<file path="src/rtl/store_write_buffer_if.sv">
// rtl/store_write_buffer_if.sv - core store/load and memory drain signals of the store write buffer
interface store_write_buffer_if #(
  parameter int DEPTH = 4,
  parameter int WIDTH = 32
);
  logic                     MemWrite;
  logic                     MemRead;
  logic [WIDTH-1:0]         DataAdr;
  logic [WIDTH-1:0]         WriteData;
  logic                     Stall;
  logic                     LoadHit;
  logic [WIDTH-1:0]         LoadData;
  logic                     MemValid;
  logic [WIDTH-1:0]         MemAdr;
  logic [WIDTH-1:0]         MemWData;
  logic                     MemReady;
  logic [$clog2(DEPTH):0]   Count;
  logic                     Empty;

  modport master (
    output MemWrite, MemRead, DataAdr, WriteData, MemReady,
    input  Stall, LoadHit, LoadData, MemValid, MemAdr, MemWData, Count, Empty
  );

  modport slave (
    input  MemWrite, MemRead, DataAdr, WriteData, MemReady,
    output Stall, LoadHit, LoadData, MemValid, MemAdr, MemWData, Count, Empty
  );
endinterface

</file>
<file path="src/rtl/store_write_buffer.sv">
// rtl/store_write_buffer.sv - in-order store FIFO between core and data memory with load forwarding
module store_write_buffer #(
  parameter int DEPTH = 4,
  parameter int WIDTH = 32
) (
  input logic                 clk,
  input logic                 reset,
  store_write_buffer_if.slave bus
);
  localparam int PW = $clog2(DEPTH);
  localparam int CW = PW + 1;
  localparam logic [CW-1:0] FULL_CNT = CW'(DEPTH);

  logic [WIDTH-3:0] adr_q  [DEPTH];
  logic [WIDTH-1:0] data_q [DEPTH];
  logic [PW-1:0]    wr_ptr_q, wr_ptr_d;
  logic [PW-1:0]    rd_ptr_q, rd_ptr_d;
  logic [CW-1:0]    count_q, count_d;

  logic             full, empty, push, pop;
  logic             fwd_hit;
  logic [WIDTH-1:0] fwd_data;
  logic [PW-1:0]    fwd_idx;
  logic             unused_adr_lsb;

  assign full  = (count_q == FULL_CNT);
  assign empty = (count_q == '0);
  assign push  = bus.MemWrite & ~full;
  assign pop   = ~empty & bus.MemReady;

  always_comb begin
    wr_ptr_d = wr_ptr_q;
    rd_ptr_d = rd_ptr_q;
    count_d  = count_q;
    if (push) wr_ptr_d = wr_ptr_q + 1'b1;
    if (pop)  rd_ptr_d = rd_ptr_q + 1'b1;
    case ({push, pop})
      2'b10:   count_d = count_q + 1'b1;
      2'b01:   count_d = count_q - 1'b1;
      default: count_d = count_q;
    endcase
  end

  always_ff @(posedge clk) begin
    if (reset) begin
      wr_ptr_q <= '0;
      rd_ptr_q <= '0;
      count_q  <= '0;
    end else begin
      wr_ptr_q <= wr_ptr_d;
      rd_ptr_q <= rd_ptr_d;
      count_q  <= count_d;
    end
  end

  // Storage is never cleared; validity is defined purely by the pointers and count.
  always_ff @(posedge clk) begin
    if (push) begin
      adr_q[wr_ptr_q]  <= bus.DataAdr[WIDTH-1:2];
      data_q[wr_ptr_q] <= bus.WriteData;
    end
  end

  // Walk entries oldest to youngest so the last match is the newest store.
  always_comb begin
    fwd_hit  = 1'b0;
    fwd_data = '0;
    fwd_idx  = '0;
    for (int i = 0; i < DEPTH; i++) begin
      fwd_idx = rd_ptr_q + PW'(i);
      if ((CW'(i) < count_q) && (adr_q[fwd_idx] == bus.DataAdr[WIDTH-1:2])) begin
        fwd_hit  = 1'b1;
        fwd_data = data_q[fwd_idx];
      end
    end
  end

  assign bus.LoadHit  = bus.MemRead & fwd_hit;
  assign bus.LoadData = bus.LoadHit ? fwd_data : '0;
  assign bus.Stall    = bus.MemWrite & full;
  assign bus.MemValid = ~empty;
  assign bus.Empty    = empty;
  assign bus.Count    = count_q;
  assign bus.MemAdr   = empty ? '0 : {adr_q[rd_ptr_q], 2'b00};
  assign bus.MemWData = empty ? '0 : data_q[rd_ptr_q];

  assign unused_adr_lsb = ^bus.DataAdr[1:0];
endmodule

</file>
<file path="src/flat_wrapper.sv">
// flat-port wrapper written by rule: the top's interface ports become plain ports
module store_write_buffer_flat 
#(
  parameter int DEPTH = 4,
  parameter int WIDTH = 32
)
  (clk, reset, bus_MemWrite, bus_MemRead, bus_DataAdr, bus_WriteData, bus_MemReady, bus_Stall, bus_LoadHit, bus_LoadData, bus_MemValid, bus_MemAdr, bus_MemWData, bus_Count, bus_Empty);
  store_write_buffer_if #(.DEPTH(DEPTH), .WIDTH(WIDTH)) bus_i ();
  input logic clk;
  input logic reset;
  input wire logic [$bits(bus_i.MemWrite)-1:0] bus_MemWrite;
  input wire logic [$bits(bus_i.MemRead)-1:0] bus_MemRead;
  input wire logic [$bits(bus_i.DataAdr)-1:0] bus_DataAdr;
  input wire logic [$bits(bus_i.WriteData)-1:0] bus_WriteData;
  input wire logic [$bits(bus_i.MemReady)-1:0] bus_MemReady;
  output wire logic [$bits(bus_i.Stall)-1:0] bus_Stall;
  output wire logic [$bits(bus_i.LoadHit)-1:0] bus_LoadHit;
  output wire logic [$bits(bus_i.LoadData)-1:0] bus_LoadData;
  output wire logic [$bits(bus_i.MemValid)-1:0] bus_MemValid;
  output wire logic [$bits(bus_i.MemAdr)-1:0] bus_MemAdr;
  output wire logic [$bits(bus_i.MemWData)-1:0] bus_MemWData;
  output wire logic [$bits(bus_i.Count)-1:0] bus_Count;
  output wire logic [$bits(bus_i.Empty)-1:0] bus_Empty;
  assign bus_i.MemWrite = bus_MemWrite;
  assign bus_i.MemRead = bus_MemRead;
  assign bus_i.DataAdr = bus_DataAdr;
  assign bus_i.WriteData = bus_WriteData;
  assign bus_i.MemReady = bus_MemReady;
  assign bus_Stall = bus_i.Stall;
  assign bus_LoadHit = bus_i.LoadHit;
  assign bus_LoadData = bus_i.LoadData;
  assign bus_MemValid = bus_i.MemValid;
  assign bus_MemAdr = bus_i.MemAdr;
  assign bus_MemWData = bus_i.MemWData;
  assign bus_Count = bus_i.Count;
  assign bus_Empty = bus_i.Empty;
  store_write_buffer #(.DEPTH(DEPTH), .WIDTH(WIDTH)) u_core (.clk(clk), .reset(reset), .bus(bus_i));
endmodule
</file>
<file path="config.mk">
export PLATFORM = sky130hd
export DESIGN_NAME = store_write_buffer_flat
export DESIGN_NICKNAME = d
export VERILOG_FILES = /design/src/rtl/store_write_buffer_if.sv /design/src/rtl/store_write_buffer.sv /design/src/flat_wrapper.sv
export SDC_FILE = /design/constraint.sdc
export NUM_CORES = 1
export LEC_CHECK = 0
export CAP_MARGIN = 20
export CORE_MARGIN = 1.5
export CORE_UTILIZATION = 36
export DETAILED_ROUTE_END_ITERATION = 16
export REMOVE_ABC_BUFFERS = 1
export SLEW_MARGIN = 40
export SYNTH_ARGS = -nofsm -noshare
export SYNTH_HDL_FRONTEND = slang
export SYNTH_SLANG_ARGS = --single-unit
</file>
<file path="constraint.sdc">
create_clock -name clk -period 5.3 [get_ports clk]
set_clock_uncertainty 0.15 [all_clocks]
set_input_delay 0.795 -clock clk [delete_from_list [all_inputs] [get_ports clk]]
set_output_delay 0.795 -clock clk [all_outputs]
set_load 0.01 [all_outputs]
</file>
### Word level (Yosys, flattened, before mapping)

Memory sizes are Yosys's and may differ from the RTL's. A register that Yosys moved wholly into a read port is not among the register bits.
Index checks and enable logic that the tools add are counted.

* add/subtract/negate cells: 6
* $mul: 0
* div/mod/pow operators: 0
* order comparisons: 4
* equality and inequality tests: 7
* shifts and indexed selects: 0
* mux-type cells: 18
* bitwise gates (word level): 6
* reduce and logical (&&, ||, !) cells: 6

Operator list (number)
* 32-bit 2-to-1 mux: 7
* 30-bit == test: 4
* 2-bit 2-to-1 mux: 4
* 1-bit by 3-bit < comparator with 1-bit output, first input constant: 2
* 2-bit by 3-bit < comparator with 1-bit output, first input constant: 2
* 1-bit 2-to-1 mux: 6
* 3-bit case mux with 2 select lines: 1
* 2-bit by 1-bit adder with 2-bit output, second input constant: 2
* 2-bit adder, second input constant: 2
* 1-bit bitwise AND: 4
* 1-bit logical AND: 4
* 3-bit by 1-bit adder with 3-bit output, second input constant: 1
* 3-bit == test, second input constant: 1
* 3-bit logical NOT: 1
* 3-bit by 1-bit subtractor with 3-bit output, second input constant: 1
* 2-bit by 1-bit == test with 1-bit output, second input constant: 1
* 2-bit == test, second input constant: 1
* 1-bit NOT: 2
* 2-bit nonzero test: 1

* bits in registers: 7
* bits in latches: 0
* memory bits (writable): 248
* bits in read-only memories: 0
* bits of input ports: 69
* output and inout bits: 103
* word-level logic and storage cells: 52
* memories kept: 2

Memories
* u_core.data_q: depth 4, bits a word 32, rd ports 4, clocked after memory_dff 1, wr ports 1, line store_write_buffer.sv:15 `logic [WIDTH-1:0] data_q [DEPTH];`
* u_core.adr_q: depth 4, bits a word 30, rd ports 4, clocked after memory_dff 1, wr ports 1, line store_write_buffer.sv:14 `logic [WIDTH-3:0] adr_q [DEPTH];`

### Logic depth before layout (Yosys ltp)

Gate-level depths: netlist (run 1).
An unclocked memory read counts as a cell.

* word-level depth: 9
* mapped depth: 14

### Worst setup path before layout (run 1)

Ideal clock, no wire load.

* kind: flip-flop to output port
* start: register u_core.rd_ptr_q[1]
* end: output bus_LoadData[0]
* arrival: 3.254 ns
* required time: 4.355 ns
* setup slack: 1.101 ns
* stages on the path, launching flop included: 12
* buffers on the path: 3
* cell sequence: dfxtp_1 -> buf_6 -> buf_6 -> clkbuf_1 -> mux4_2 -> xor2_1 -> nor4_1 -> nand2_1 -> or2_2 -> o32ai_4 -> nor3_2 -> a2111oi_0

* longest elaborated chain between the ends: 9
* elaborated cells on any way between the ends: 19
* classes of those cells: add/sub: 3; eq/ne: 3; mux: 7; bitwise: 1; reduce/logical: 3; memory: 2

RTL lines
* start: declaration: line store_write_buffer.sv:17 `logic [PW-1:0] rd_ptr_q, rd_ptr_d;`
* start signal: assignment: line store_write_buffer.sv:51 `rd_ptr_q <= rd_ptr_d;`
* 2-bit by 1-bit adder with 2-bit output: line store_write_buffer.sv:70 `fwd_idx = rd_ptr_q + PW'(i);`
* memory 4 x 30 bit
* 30-bit == test: line store_write_buffer.sv:71 `if ((CW'(i) < count_q) && (adr_q[fwd_idx] == bus.DataAdr[WIDTH-1:2])) begin`
* 1-bit logical AND: line store_write_buffer.sv:71
* 1-bit 2-to-1 mux (3 in a row): line store_write_buffer.sv:71
* 1-bit bitwise AND: line store_write_buffer.sv:78 `assign bus.LoadHit = bus.MemRead & fwd_hit;`
* 32-bit 2-to-1 mux *: line store_write_buffer.sv:79 `assign bus.LoadData = bus.LoadHit ? fwd_data : '0;`
* end: declaration: line flat_wrapper.sv:18 `output wire logic [$bits(bus_i.LoadData)-1:0] bus_LoadData;`

Mark *: on every way between the ends. The rest lies on a longest branch, timed or not.

### Final worst setup path (run 1)

* start: register u_core.rd_ptr_q[0]
* end: output bus_LoadData[18]

Same word-level chain as after synthesis.

==> metrics.txt, run 1 <==
outcome finished, final reports clean; Cell variety after synth 65; Hold Crit Endpoint u_core.wr_ptr_q[0]; GR Overflow Total 0; Period minus WS final about 5.3 ns; sequential fraction of the synthesis area about 43%; Slew Viols, Final 0; met2 Use GR 38.0%; number of synthesized flops with an enable pin between 200 and 250; Vias per Instance ~6; largest net degree at the start of global routing 96; R2R cell count 5; CTS Buf Count 29; PortBufs 167; first-pass GRT wire length 84600 um; Antenna Nets Post-Route 0; Finished Layout Cells around 2300; Pleak a little over 7 nW; Power Dens Cells around 400 mW/mm2; CTS tree yes; crit path launch type register; P&R area growth vs syn 27.8%; final worst slack approximately 0.048 ns; hold crit path type reg2reg; Worst R2R End u_core.adr_q[3][3]; vias in the first global route between 10000 and 15000; Routed WL per cell 24.7 um; num rows 80; Synth Cell Area roughly 0.018 mm2; GR Layer Usage met1 slightly below 30%; post-synthesis cell count roughly 1400; Max Cap Viol 0; Boundary Pins about 170; Fill cells around 4300; RSZ-0062 raised after global routing true; FMAX between 0.15 and 0.2 GHz; DRT Pass-1 Iters 5; clk_lat worst skew around 0.57 ns; Setup TNS 0 ns; Final period util between 90 and 100%; Sequential Area roughly 0.0076 mm2; Min Hold Slack 0.437 ns; top-count cell post-synth edfxtp_1; layout cells sized above 1 29.0%; gpl congestion 0.926; Initial DRC Count ~1100; CTS Buffer Depth 3; via count 13602; initial cell density of the core a little under two fifths; most crowded layer after global routing met2; CP Max Fanout 8; initial antenna violation count 2; Area contributors post-synth edfxtp_1, mux4_2, mux2i_1, xor2_1, xnor2_1; CTS sink cnt approximately 260; Die ar. between 0.05 and 0.06 mm2; Reg clk slew, reported paths roughly 0.060 ns; Reg-to-Reg Start u_core.bus.Count[0]; Arr. time, crit path between 4 and 5 ns; final hold violations 0; hold path start u_core.wr_ptr_q[0]; Worst-Margin Slew ~0.76 ns; ANT cells 0; Setup CP Type reg2out; slew margin rel. 49.2%; CTS Root Cell clkbuf_16; drt total wl between 50000 and 60000 um; Commonest cells post-synth edfxtp_1, mux2i_1, mux4_2; Setup-failing EPs final 0; Die W between 200 and 250 um; ys flop type edfxtp_1; Place WS -0.108 ns; final instance area 0.0226 mm2; H-tree levels 1; syn_area_per_cell about 13 um2; multi-input logic area between 0.009 and 0.01 mm2; Overall Global Routing Usage 22.0%; Nets between 1500 and 2000; CP Capture Type output port; synthesized flop and latch total 257; met3 Use GR 2.93%; hold-critical path depth 2; Reg2Reg Setup Slack ~2.2 ns; placed insts around 2200; # DRC 0; Max VDD drop 666 uV; share of the synthesized area in the top cell type 42.2%; DP Area between 0.02 and 0.025 mm2; Ys Warns 0; CP required approximately 4.4 ns; Die H about 220 um; core footprint 0.0480 mm2; largest area contributor in the netlist edfxtp_1; Detailed Place HPWL 37800 um; Post-synth ARST share 0%
==> metal layers <==
metal	up-vias	wire [um]
li1	6061	-
met1	6914	23600
met2	534	27800
met3	89	3500
met4	4	1350
met5	-	22
==> worst max-delay path by stage <==
stage                                   from          endpoint  slack [ns]  cells after the start
after floorplan           u_core.rd_ptr_q[0]   bus_LoadData[0]       -7.18                      8
after global placement       bus_DataAdr[31]   bus_LoadData[3]       -0.15                     12
after detailed placement     bus_DataAdr[31]   bus_LoadData[3]       -0.11                     12
after CTS                 u_core.rd_ptr_q[0]   bus_LoadData[0]       -0.17                     14
after global routing      u_core.rd_ptr_q[0]  bus_LoadData[18]       -0.06                     15
final                     u_core.rd_ptr_q[0]  bus_LoadData[18]        0.05                     15
==> metrics by stage <==
stage | total power [mW] | utilization (%)
after floorplan | 5.54 | -
after global placement | 6.75 | 43.3
after detailed placement | 6.78 | 43.3
after CTS | 9.29 | 46.5
after global routing | 9.71 | 46.9
final | 9.29 | 46.9
==> critical path, stage by stage (launching register included) <==
cell             delay [ns]
dfxtp_4                0.40
buf_12                 0.13
buf_12                 0.13
mux4_2                 0.49
a22o_1                 0.25
a31o_1                 0.21
nor4_2                 0.22
buf_4                  0.15
nand4_1                0.17
buf_4                  0.21
o32ai_4                0.17
nor3_4                 0.16
buf_4                  0.17
buf_4                  0.16
a2111oi_2              0.42
clkdlybuf4s15_2        0.29
==> power by group <==
| part | leakage, nW | switching, mW | internal [mW] |
|---|---|---|---|
| Combinational | 4.39 | 2.25 | 2.25 |
| Clock | 0.514 | 0.867 | 1.36 |
| Sequential | 2.35 | 0.138 | 2.43 |
==> flip-flops by register name, summed over array words and instances (netlist names), named ones only <==
name,count
u_core.data_q,128
u_core.adr_q,120
u_core.bus.Count,3
u_core.rd_ptr_q,2
u_core.wr_ptr_q,2
==> kinds of logic after synthesis <==
kind of cell,count (synthesis),synth area share [%]
compound gates,267,11.4
mux,294,25.9
flops,257,43.2
buf+inv,153,4.09
fa+ha+maj,8,0.567
simple gates,322,9.55
other cells,1,0.0213
xor+xnor,105,5.21
==> timing repair <==
item                       CTS  global route
hold buffers                 0             0
setup buffers               30             5
resized for setup           65            77
gates cloned                 3             1
setup endpoints to repair   33            33
pin swaps                    9            17
==> placed cells by master, fill, tap and decap left out, drive strengths merged, types with 32 or more instances in the layout <==
| cell type | synthesis | routed |
|---|---|---|
| edfxtp | 248 | 248 |
| buf | 65 | 172 |
| clkdlybuf4s50 | 0 | 135 |
| mux2i | 131 | 131 |
| mux4 | 126 | 126 |
| nor2 | 82 | 82 |
| a21oi | 80 | 80 |
| nand2 | 59 | 59 |
| and2 | 58 | 58 |
| xor2 | 53 | 53 |
| xnor2 | 52 | 52 |
| o21ai | 51 | 51 |
| clkbuf | 75 | 48 |
| nand3 | 39 | 39 |
| mux2 | 37 | 37 |
| a2111oi | 34 | 34 |
| or4 | 33 | 33 |
| o41ai | 32 | 32 |
==> cell type report <==
class                      count  share of cell area [%]
sequential                   257                    33.9
clock buffer                  35                    3.32
tap                          615                    3.41
inverter                      13                   0.216
multi-input combinational    998                    42.7
timing repair buffer         340                    15.2
clock inverter                19                    1.33
Power figures use the tool's default switching activity.
==> run 2: changes to the inputs <==
- CELL_PAD_IN_SITES_DETAIL_PLACEMENT: not set -> 1
- CELL_PAD_IN_SITES_GLOBAL_PLACEMENT: not set -> 1
- PLACE_DENSITY_LB_ADDON: not set -> 0.1
- SLEW_MARGIN: 40 -> 5
==> run 2 against run 1 <==
Total power increased by 1.3%. Final cell count is 1.2% higher. Global-route usage rose by 2.6 points. Sequential cell count stayed put. Register-to-register slack worse by 0.03 ns.
==> metrics.txt, run 2 (synthesized netlist as in run 1, its figures left out) <==
Nets 1742 (was 1716); hold-critical path depth 2 (unchanged); num rows 80 (unchanged); RSZ-0062 raised after global routing true (unchanged); crit-path max cell delay 0.50 ns (was 0.49 ns); PortBufs 167 (unchanged); multi-input logic area 0.00964 mm2 (was 0.00962 mm2); hold path start u_core.wr_ptr_q[0] (unchanged); CP Cell Sequence buf_12 -> buf_12 -> buf_16 -> mux4_2 -> a22o_1 -> a31o_1 -> nor4_4 -> nand4_1 -> buf_6 -> o32ai_4 -> nor3_4 -> buf_4 -> buf_12 -> a2111oi_2 -> dlygate4sd2_1 (was buf_12 -> buf_12 -> mux4_2 -> a22o_1 -> a31o_1 -> nor4_2 -> buf_4 -> nand4_1 -> buf_4 -> o32ai_4 -> nor3_4 -> buf_4 -> buf_4 -> a2111oi_2 -> clkdlybuf4s15_2); CP max stage cell mux4_2 (unchanged); hold crit path type reg2reg (unchanged); Die W 224 um (unchanged); CTS tree yes (unchanged); most frequent cells in the layout edfxtp_1, buf_4, clkdlybuf4s50_1, mux4_2, mux2i_1 (was edfxtp_1, clkdlybuf4s50_1, buf_4, mux4_2, mux2i_1); CTS Buf Count 30 (was 29); CP startpoint u_core.rd_ptr_q[0] (unchanged); DRT Pass-1 Iters 5 (unchanged); outcome finished, final reports clean (unchanged); core footprint 0.0480 mm2 (unchanged); final hold violations 0 (unchanged); Setup CP Type reg2out (unchanged); Worst-Margin Slew 0.964 ns (was 0.761 ns); Initial DRC Count 817 (was 1128); Sequential Area 0.00764 mm2 (unchanged); largest net degree at the start of global routing 87 (was 96); Period minus WS final 5.26 ns (was 5.25 ns); Setup-failing EPs final 0 (unchanged); FMAX 0.190 GHz (about the same); clk_lat worst skew 0.57 ns (about the same); max reg flops 128 (unchanged); R2R cell count 5 (unchanged); Worst R2R End u_core.data_q[2][23] (was u_core.adr_q[3][3]); Reg-to-Reg Start u_core.bus.Count[0] (unchanged); Max Cap Viol 0 (unchanged); slew margin rel. 35.7% (was 49.2%); Final period util 99.3% (was 99.1%); initial cell density of the core 36.7% (unchanged); worst path bufs/invs 7 (unchanged); first-pass GRT wire length 93500 um (was 84600 um); Reg2Reg Setup Slack 2.18 ns (was 2.21 ns); most common cell after layout, fill and taps aside edfxtp_1 (unchanged); gpl congestion 0.864 (was 0.926); initial antenna violation count 3 (was 2); Core Util, Final 47.4% (was 46.9%); Antenna Nets Post-Route 0 (unchanged); Routed WL per cell 27.2 um (was 24.7 um); CP dominant cell by count buf_12 (was buf_4); Pleak 7.40 nW (was 7.26 nW); Max VDD drop 465 uV (was 666 uV); drt total wl 62600 um (was 56300 um); CP required 4.36 ns (about the same); layout cells sized above 1 30.0% (was 29.0%); Die H 224 um (unchanged); CP Max Fanout 6 (was 8); Hold Crit Endpoint u_core.wr_ptr_q[0] (unchanged); CTS sink cnt 257 (unchanged); cell family with most CP delay buffers and inverters (unchanged); Arr. time, crit path 4.32 ns (was 4.31 ns); # DRC 0 (unchanged); Overall Global Routing Usage 24.7% (was 22.0%); GR Overflow Total 0 (unchanged); Largest Register u_core.data_q (unchanged); Die ar. 0.0503 mm2 (unchanged); Detailed Place HPWL 41700 um (was 37800 um); H-tree levels 1 (unchanged); CTS Root Cell clkbuf_16 (unchanged); crit path launch type register (unchanged); CP Capture Type output port (unchanged); cts hold-fix bufs 0 (unchanged); Power Dens Cells 413 mW/mm2 (was 412 mW/mm2); via count 13669 (was 13602); CTS Buffer Depth 3 (unchanged); Vias per Instance 5.93 (was 5.97); Boundary Pins 172 (unchanged); Fill cells 4908 (was 4307); P&R area growth vs syn 29.1% (was 27.8%); Slew Viols, Final 0 (unchanged); vias in the first global route 14370 (was 13586); Min Hold Slack 0.440 ns (was 0.437 ns); Reg clk slew, reported paths 0.06 ns (about the same)
run 2: worst reg2reg max path, stage by stage (launching register included):
cell	delay, ns
dfxtp_1	0.44
inv_1	0.17
ha_1	0.29
a21boi_1	0.54
and2_4	0.86
buf_4	0.38
run 2: how the worst max path moves through the flow:
stage / to / depth (start not counted) / slack [ns]
floorplan: bus_LoadData[0] / 8 / -7.18
CTS: bus_LoadData[31] / 13 / 0.003
finish: bus_LoadData[3] / 15 / 0.04
detailed placement: bus_LoadData[31] / 14 / -0.33
global route: bus_LoadData[27] / 15 / -0.07
global placement: bus_LoadData[17] / 14 / -0.33
run 2: power by group:
part           total, mW  switching, mW  internal, mW
combinational       4.68           2.35          2.33
clock               2.16          0.858          1.31
sequential          2.56          0.135          2.43
run 2: cell type report:
type | count | area share (%)
timing repair buffer | 365 | 16.1
antenna | 2 | 0.0220
clock buffer | 38 | 3.52
inverter | 13 | 0.214
tap | 615 | 3.38
clock inverter | 17 | 0.934
multi-input combinational | 998 | 42.3
sequential | 257 | 33.6
run 2: metal layers:
metal | vias up | share of wire, % | track usage (%) | wire length [um]
met3 | 85 | 5.2 | 2.76 | 3260
met4 | 0 | 2.6 | 6.30 | 1600
li1 | 6104 | - | - | -
met5 | - | 0 | 0 | 0
met1 | 7050 | 42 | 32.4 | 26400
met2 | 430 | 50 | 43.3 | 31400
run 2: repair_timing:
item / CTS / global route
setup endpoints to repair: 33 / 33
gates resized for setup: 76 / 77
buffers inserted: 31 / 5
pin swaps: 7 / 19
cloned: 5 / 2
run 2: stage by stage:
| step | setup TNS (ns) | instance area (um2) | setup WS [ns] | power (mW) | cells |
|---|---|---|---|---|---|
| after floorplan | -238.90 | 17000 | -7.18 | 5.54 | 1268 |
| after global placement | -8.96 | 20900 | -0.332 | 6.92 | 2206 |
| after detailed placement | -7.67 | 20900 | -0.335 | 6.96 | 2206 |
| after CTS | 0 | 22500 | 0.00286 | 9.43 | 2296 |
| after global routing | -0.409 | 22800 | -0.0702 | 9.86 | 2304 |
| final | 0 | 22800 | 0.0394 | 9.41 | 2305 |
